<file path="config.mk">
export PLATFORM = sky130hd
export DESIGN_NAME = id_stage
export DESIGN_NICKNAME = d
export VERILOG_FILES = /design/src/rtl/rv32_pkg.sv /design/src/rtl/id_regfile.sv /design/src/rtl/id_stage.sv
export SDC_FILE = /design/constraint.sdc
export NUM_CORES = 2
export LEC_CHECK = 0
export BUFFER_PORTS_ARGS = -buffer_cell sky130_fd_sc_hd__buf_2
export CORE_MARGIN = 1.5
export CORE_UTILIZATION = 60
export CTS_BUF_LIST = sky130_fd_sc_hd__clkbuf_2 sky130_fd_sc_hd__clkbuf_4 sky130_fd_sc_hd__clkbuf_8
export DETAILED_ROUTE_END_ITERATION = 10
export PLACE_DENSITY = 0.88
export SLEW_MARGIN = 5
export SYNTH_ARGS = -nofsm -noshare
export SYNTH_HDL_FRONTEND = slang
export SYNTH_SLANG_ARGS = --single-unit
</file>
<file path="constraint.sdc">
create_clock -name clk -period 56.1 [get_ports clk]
set_input_delay 5.61 -clock clk [delete_from_list [all_inputs] [get_ports clk]]
set_output_delay 5.61 -clock clk [all_outputs]
set_load 0.005 [all_outputs]
</file>
<file path="src/rtl/rv32_pkg.sv">
// RV32 base opcodes, immediate formats and decode helpers shared by the ID stage.
package rv32_pkg;

  localparam logic [6:0] OP_LUI    = 7'b0110111;
  localparam logic [6:0] OP_AUIPC  = 7'b0010111;
  localparam logic [6:0] OP_JAL    = 7'b1101111;
  localparam logic [6:0] OP_JALR   = 7'b1100111;
  localparam logic [6:0] OP_BRANCH = 7'b1100011;
  localparam logic [6:0] OP_LOAD   = 7'b0000011;
  localparam logic [6:0] OP_STORE  = 7'b0100011;
  localparam logic [6:0] OP_IMM    = 7'b0010011;
  localparam logic [6:0] OP_REG    = 7'b0110011;
  localparam logic [6:0] OP_FENCE  = 7'b0001111;
  localparam logic [6:0] OP_SYSTEM = 7'b1110011;

  typedef enum logic [2:0] {IMM_I, IMM_S, IMM_B, IMM_U, IMM_J, IMM_NONE} imm_fmt_e;

  function automatic imm_fmt_e get_imm_fmt(input logic [6:0] op);
    case (op)
      OP_IMM, OP_LOAD, OP_JALR, OP_SYSTEM: return IMM_I;
      OP_STORE:                            return IMM_S;
      OP_BRANCH:                           return IMM_B;
      OP_LUI, OP_AUIPC:                    return IMM_U;
      OP_JAL:                              return IMM_J;
      default:                             return IMM_NONE;
    endcase
  endfunction

  function automatic logic [31:0] gen_imm(input logic [31:0] i, input imm_fmt_e f);
    case (f)
      IMM_I:   return {{20{i[31]}}, i[31:20]};
      IMM_S:   return {{20{i[31]}}, i[31:25], i[11:7]};
      IMM_B:   return {{19{i[31]}}, i[31], i[7], i[30:25], i[11:8], 1'b0};
      IMM_U:   return {i[31:12], 12'b0};
      IMM_J:   return {{11{i[31]}}, i[31], i[19:12], i[20], i[30:21], 1'b0};
      default: return 32'b0;
    endcase
  endfunction

  function automatic logic op_legal(input logic [6:0] op);
    case (op)
      OP_LUI, OP_AUIPC, OP_JAL, OP_JALR, OP_BRANCH, OP_LOAD,
      OP_STORE, OP_IMM, OP_REG, OP_FENCE, OP_SYSTEM: return 1'b1;
      default:                                       return 1'b0;
    endcase
  endfunction

  function automatic logic idx_in_range(input logic [4:0] idx, input int unsigned n);
    return 32'(idx) < n;
  endfunction

endpackage

</file>
<file path="src/rtl/id_regfile.sv">
// Architectural register file: two async read ports with write-back bypass, one sync write port.
module id_regfile import rv32_pkg::*; #(
  parameter int unsigned NUM_REGS = 32,
  parameter int unsigned XLEN     = 32
) (
  input  logic            clk,
  input  logic            rst,
  input  logic            we_i,
  input  logic [4:0]      waddr_i,
  input  logic [XLEN-1:0] wdata_i,
  input  logic [4:0]      raddr1_i,
  output logic [XLEN-1:0] rdata1_o,
  input  logic [4:0]      raddr2_i,
  output logic [XLEN-1:0] rdata2_o
);

  localparam int unsigned AW = $clog2(NUM_REGS);

  logic [XLEN-1:0] regs_q [NUM_REGS];
  logic            wr_en;

  assign wr_en = we_i && (waddr_i != 5'd0) && idx_in_range(waddr_i, NUM_REGS);

  always_ff @(posedge clk or posedge rst) begin
    if (rst) begin
      for (int i = 0; i < int'(NUM_REGS); i++) regs_q[i] <= '0;
    end else if (wr_en) begin
      regs_q[waddr_i[AW-1:0]] <= wdata_i;
    end
  end

  // x0 and out-of-range indices read as zero; a same-cycle write is forwarded.
  always_comb begin
    rdata1_o = '0;
    rdata2_o = '0;
    if (raddr1_i != 5'd0 && idx_in_range(raddr1_i, NUM_REGS)) begin
      rdata1_o = (wr_en && waddr_i == raddr1_i) ? wdata_i : regs_q[raddr1_i[AW-1:0]];
    end
    if (raddr2_i != 5'd0 && idx_in_range(raddr2_i, NUM_REGS)) begin
      rdata2_o = (wr_en && waddr_i == raddr2_i) ? wdata_i : regs_q[raddr2_i[AW-1:0]];
    end
  end

endmodule

</file>
<file path="src/rtl/id_stage.sv">
// RV32 instruction-decode stage: field decode, immediate generation, operand read and a
// handshaked ID/EX register with operand refresh while stalled.
module id_stage import rv32_pkg::*; #(
  parameter int unsigned XLEN     = 32,
  parameter int unsigned NUM_REGS = 32
) (
  input  logic            clk,
  input  logic            rst,
  input  logic            if_valid,
  output logic            if_ready,
  input  logic [31:0]     if_instr,
  input  logic [XLEN-1:0] if_pc,
  input  logic            flush,
  input  logic            wb_we,
  input  logic [4:0]      wb_rd,
  input  logic [XLEN-1:0] wb_data,
  output logic            id_valid,
  input  logic            id_ready,
  output logic [XLEN-1:0] id_pc,
  output logic [6:0]      id_opcode,
  output logic [2:0]      id_func3,
  output logic [6:0]      id_func7,
  output logic [4:0]      id_rd,
  output logic [4:0]      id_rs1,
  output logic [4:0]      id_rs2,
  output logic [XLEN-1:0] id_r1,
  output logic [XLEN-1:0] id_r2,
  output logic [XLEN-1:0] id_imm,
  output logic            id_illegal
);

  typedef struct packed {
    logic [XLEN-1:0] pc;
    logic [6:0]      opcode;
    logic [2:0]      func3;
    logic [6:0]      func7;
    logic [4:0]      rd;
    logic [4:0]      rs1;
    logic [4:0]      rs2;
    logic [XLEN-1:0] r1;
    logic [XLEN-1:0] r2;
    logic [XLEN-1:0] imm;
    logic            illegal;
  } idex_t;

  idex_t           idex_d, idex_q, dec;
  logic            valid_d, valid_q;
  logic            accept, stall;
  logic [XLEN-1:0] rdata1, rdata2;
  imm_fmt_e        fmt;
  logic            uses_rd, uses_rs1, uses_rs2;

  id_regfile #(
    .NUM_REGS (NUM_REGS),
    .XLEN     (XLEN)
  ) u_regfile (
    .clk      (clk),
    .rst      (rst),
    .we_i     (wb_we),
    .waddr_i  (wb_rd),
    .wdata_i  (wb_data),
    .raddr1_i (if_instr[19:15]),
    .rdata1_o (rdata1),
    .raddr2_i (if_instr[24:20]),
    .rdata2_o (rdata2)
  );

  assign if_ready = !valid_q || id_ready;
  assign accept   = if_valid && if_ready && !flush;
  assign stall    = valid_q && !id_ready;

  always_comb begin
    fmt      = get_imm_fmt(if_instr[6:0]);
    uses_rd  = !(fmt == IMM_S || fmt == IMM_B);
    uses_rs1 = !(fmt == IMM_U || fmt == IMM_J);
    uses_rs2 = (fmt == IMM_S) || (fmt == IMM_B) || (if_instr[6:0] == OP_REG);

    dec         = '0;
    dec.pc      = if_pc;
    dec.opcode  = if_instr[6:0];
    dec.func3   = if_instr[14:12];
    dec.func7   = if_instr[31:25];
    dec.rd      = if_instr[11:7];
    dec.rs1     = if_instr[19:15];
    dec.rs2     = if_instr[24:20];
    dec.r1      = rdata1;
    dec.r2      = rdata2;
    dec.imm     = XLEN'($signed(gen_imm(if_instr, fmt)));
    dec.illegal = !op_legal(if_instr[6:0])
                || (uses_rd  && !idx_in_range(if_instr[11:7],  NUM_REGS))
                || (uses_rs1 && !idx_in_range(if_instr[19:15], NUM_REGS))
                || (uses_rs2 && !idx_in_range(if_instr[24:20], NUM_REGS));
  end

  always_comb begin
    valid_d = valid_q;
    idex_d  = idex_q;
    if (flush) begin
      valid_d = 1'b0;
    end else if (accept) begin
      valid_d = 1'b1;
      idex_d  = dec;
    end else begin
      if (valid_q && id_ready) valid_d = 1'b0;
      // Keep held operands coherent with write-backs that land during a long stall.
      if (stall && wb_we) begin
        if (wb_rd == idex_q.rs1 && idex_q.rs1 != 5'd0 && idx_in_range(idex_q.rs1, NUM_REGS)) begin
          idex_d.r1 = wb_data;
        end
        if (wb_rd == idex_q.rs2 && idex_q.rs2 != 5'd0 && idx_in_range(idex_q.rs2, NUM_REGS)) begin
          idex_d.r2 = wb_data;
        end
      end
    end
  end

  always_ff @(posedge clk or posedge rst) begin
    if (rst) begin
      valid_q <= 1'b0;
      idex_q  <= '0;
    end else begin
      valid_q <= valid_d;
      idex_q  <= idex_d;
    end
  end

  assign id_valid   = valid_q;
  assign id_pc      = idex_q.pc;
  assign id_opcode  = idex_q.opcode;
  assign id_func3   = idex_q.func3;
  assign id_func7   = idex_q.func7;
  assign id_rd      = idex_q.rd;
  assign id_rs1     = idex_q.rs1;
  assign id_rs2     = idex_q.rs2;
  assign id_r1      = idex_q.r1;
  assign id_r2      = idex_q.r2;
  assign id_imm     = idex_q.imm;
  assign id_illegal = idex_q.illegal;

endmodule

</file>
# After elaboration in Yosys (flattened, before gate mapping)

Cells that the tools add are included.

Output and inout bits: 163
Flip-flop bits (word level): 1186
Word-level logic and storage cells: 126
Input bits: 107

Multiplexer cells: 23
Bitwise operators: 4
$lt $le $gt $ge: 4
Reductions and logical operators: 32
Eq/ne operators: 19

Operators with widths:

| operator                                                              | count |
|---|---|
| 1024-bit bitwise mux                                                  | 1 |
| 32-bit 2-to-1 mux                                                     | 11 |
| 32-bit binary-select mux with 5-bit select                            | 2 |
| 32-bit demux with 5-bit select                                        | 1 |
| 32-bit case mux with 5 select lines                                   | 1 |
| 64-bit 2-to-1 mux                                                     | 2 |
| 7-bit == test (second input constant)                                 | 4 |
| 5-bit nonzero test                                                    | 5 |
| 7-bit by 6-bit == test with 1-bit output (second input constant)      | 3 |
| 5-bit == test                                                         | 4 |
| 6-bit greater-or-equal comparator (second input constant)             | 3 |
| 5-bit inverter with 6-bit output                                      | 3 |
| 3-bit case mux with 5 select lines                                    | 1 |
| 7-bit by 5-bit == test with 1-bit output (second input constant)      | 2 |
| 1-bit logical AND                                                     | 11 |
| 11-bit OR reduction                                                   | 1 |
| 7-bit by 2-bit == test with 1-bit output (second input constant)      | 1 |
| 7-bit by 4-bit == test with 1-bit output (second input constant)      | 1 |
| 3-bit by 2-bit == test with 1-bit output (second input constant)      | 2 |
| 6-bit by 1-bit < comparator with 1-bit output (second input constant) | 1 |
| 3-bit AND reduction                                                   | 2 |
| 2-bit nonzero test                                                    | 3 |
| 1-bit zero test                                                       | 4 |
| 1-bit 2-to-1 mux                                                      | 4 |
| other kinds (9)                                                       | 9 |

# Logic depth before layout (Yosys ltp)

Depth after elaboration: 7
Gate-level depth with buffers: 11
Gate-level depth less buffers: 7

# Hierarchy

A second synthesis with hierarchy kept.

Cells, all modules: 4613
Area, all modules: 62595.0 µm²

By module, submodules not included:

| module     | cells an instance | sequential area each (µm²) | area each (µm²) | instances |
|---|---|---|---|---|
| id_regfile | 3819              | 25624.6                    | 55045.3         | 1 |
| id_stage   | 794               | 4053.9                     | 7549.7          | 1 |

# Least setup slack after synthesis

OpenSTA, ideal clock, no wires.

Kind: input port to output port
From: input port id_ready
To: output port if_ready
Stages: 2
Arrival time: 5862 ps
Buffers on the path: 0
Data required time: 50490 ps
Path slack: 44628 ps
Path through: nor2b_1 inv_1

Longest elaborated chain between the ends: 1

RTL lines:

| item             | RTL line       | text |
|---|---|---|
| start, declared  | id_stage.sv:18 | `input logic id_ready,` |
| 1-bit logical OR | id_stage.sv:68 | `assign if_ready = !valid_q \|\| id_ready;` |
| end, declared    | id_stage.sv:10 | `output logic if_ready,` |

Every way passes these cells.

# Worst setup path after layout

Ends and elaborated chain as after synthesis.

==> results.cfg <==
[status]
status = finished, final reports clean

[logic_synthesis]
synth-main-ff-cell = dfrtp_1
netlist_instances = 4859
synth_edf_count = 0
synth_commonest_cells = dfrtp_1 (1186), mux2_2 (970), mux2i_1 (570)
synth_cell_types = 72
ys_top_cells_by_area = dfrtp_1 (48%), mux2_2 (18%), mux2i_1 (9.2%)
async_reset_ff_share_pct = 100
synth_top_family_by_area = multiplexers
yosys.area_share.simple_pct = 4.54
synth_seq_area_share_pct = 47.9
synth-xor-area-share_pct = 0.255
yosys.area_share.adder_pct = 0
yosysTopAreaCell = dfrtp_1
ys_warn_count = 0
synth.avg_cell_area_um2 = 12.7
syn-cell-area_um2 = 61900
synth_compound_area_share_pct = 7.78
synth_top_area_share_pct = 47.9
synth-seq-cells = 1186
yosysMostFrequentCell = dfrtp_1
syn-num-nets = 4966
muxShareOfSynthArea_pct = 35.5

[grt]
grt-busiest-layer = met2
met3_usage_pct = 16.2
grt_max_degree = 190
use_met1_pct = 47.1
gr-total-overflow = 0
globalRouteMet2Util_pct = 56.2
antenna_found_initial = 12
grt_pass1_vias = 47401
grtUsageTotal_pct = 38.8
grt_first_pass_wirelength_um = 299000

[clock_tree]
root_buffer = clkbuf_8
cts_setup_buffers = 0
cts_tree = built
cts.sinks = 1186
clockBufferDepth = 3
htree_levels = 4
hold_buffers = 0
cts.clk_slew.worst_paths_ns = 0.06
numCtsBuffers = 190
cts_resized = 0
clock_latency_ns = 0.94

[detailed_routing]
ant_nets = 0
finalWirelength_um = 205000
firstDrtPassIters = 6
detail_route.wl_per_cell_um = 31.9
viasPerCell = 7.32
drc = 0
num_vias = 47124
drt_iter0_markers = 6745

[critical_path]
worstSetupPathDepth = 4
cp_slowest_cell = nor2b_1
cpMostUsedCell = buf_2
end_kind = output port
cp_top_family = buffers and inverters
worst_path_largest_cell_delay_ns = 0.20
cp_cell_sequence = buf_2 -> nor2b_1 -> inv_1 -> buf_2
r2r_cells = 10
crit_buf_inv = 3
arrival_ns = 6.19
critPathMaxFanout = 3
start_kind = input pin
critical_path_class = in2out
cp_data_required_time_ns = 50.49

[timing]
period_needed_ns = 11.80
fmax_mhz = 84.8
maxSlewViolCount = 0
rsz0062_at_grt = no
hold_viol_final = 0
worst_pin_slew_ns = 1.31
fin_crit_sh_pct = 21.0
finClkSkew_ns = 0.0504
fin_setup_tns_ns = 0
finalSetupViolCount = 0
relSlewSlack_pct = 12.6

[power]
peakVddDrop_v = 0.0000211
p_leak_nw = 31.3
p_per_area_nw_per_um2 = 35.5

[cells_and_area]
drive_gt1_share_pct = 39.1
fin_util_pct = 66.5
area_delta_synth_final_pct = 9.60
layout.nets = 5013
fillCellCount = 6839
regArea_um2 = 29700
multiInputGateArea_um2 = 30000

[die]
die_area_um2 = 105000
fp.dieH_um = 324
die_x_um = 324
coreArea_um2 = 102000
io_pins = 270
std_cell_rows = 117
start_util_pct = 60.7

[place]
dp_hpwl_um = 110000
place.gp.congestion = 0.862
numPortBuffers = 269

[worst_hold_path]
whs_path_depth = 0
hold_path_class = reg2reg

[flow_run]
cap_violations = 0
[through the flow]
stage	hold slack [ns]	total power [mW]	area (um^2)	setup slack, ns	instances
after floorplan	0.441	1.45	61900	17.08	4859
after global placement	0.376	1.55	63600	44.25	6082
after detailed placement	0.386	1.59	63600	44.32	6082
after CTS	0.400	2.39	67800	44.31	6430
after global routing	0.411	2.49	67800	44.29	6433
final	0.403	2.41	67800	44.30	6437
[registers in the layout (all words and copies together), names as in the netlist]
signal and count:
id_r1 32, id_illegal 1, id_func7 7, id_func3 3, u_regfile.regs_q 1024, id_valid 1
id_r2 32, id_rs2 5, id_opcode 7, id_rs1 5, id_rd 5, id_imm 32
id_pc 32
[layout by cell type, fill, tap and decap left out, types with 94 or more instances in the layout]
cell,count
clkbuf_8,244
nand2_1,385
buf_2,261
mux2i_1,570
mux2_2,970
buf_4,94
o22ai_1,222
mux4_2,232
a21oi_1,168
dfrtp_1,1186
[kinds of logic after synthesis]
logic type             count (synthesis)
flip-flops                          1186
buffers and inverters                519
AO/OA/AOI/OAI                        735
AND/OR/NAND/NOR                      621
XOR/XNOR                              18
multiplexers                        1780
[where the power goes]
| part | internal, mW | switching [mW] |
|---|---|---|
| registers | 1.01 | 0.123 |
| logic | 0.244 | 0.219 |
| clock network | 0.447 | 0.365 |
[cell type report]
class / instances / area share (%)
repair buffers: 368 / 3.30
clock inverters: 32 / 0.443
diodes: 7 / 0.0258
clock buffers: 316 / 5.73
flip-flops and latches: 1186 / 43.7
well taps: 1368 / 2.52
multi-input cells: 3154 / 44.2
inverters: 6 / 0.0443
[final timing paths]
check	from	end	slack [ns]
max	id_ready	if_ready	44.30
min	u_regfile.regs_q[1000]$_DFFE_PP0P_	u_regfile.regs_q[1000]$_DFFE_PP0P_	0.40
max reg2reg	id_valid$_DFFE_PP0P_	id_r2[2]$_DFFE_PP0P_	52.47
min reg2reg	u_regfile.regs_q[1000]$_DFFE_PP0P_	u_regfile.regs_q[1000]$_DFFE_PP0P_	0.40
max in group asynchronous	rst	u_regfile.regs_q[501]$_DFFE_PP0P_	47.43
min in group asynchronous	rst	u_regfile.regs_q[736]$_DFFE_PP0P_	4.84
[layer usage]
metal | up-vias | wire length (um)
li1 | 18303 | -
met1 | 23604 | 69500
met2 | 4015 | 87700
met3 | 1188 | 31600
met4 | 14 | 16000
met5 | - | 194
Power figures use the tool's default switching activity.
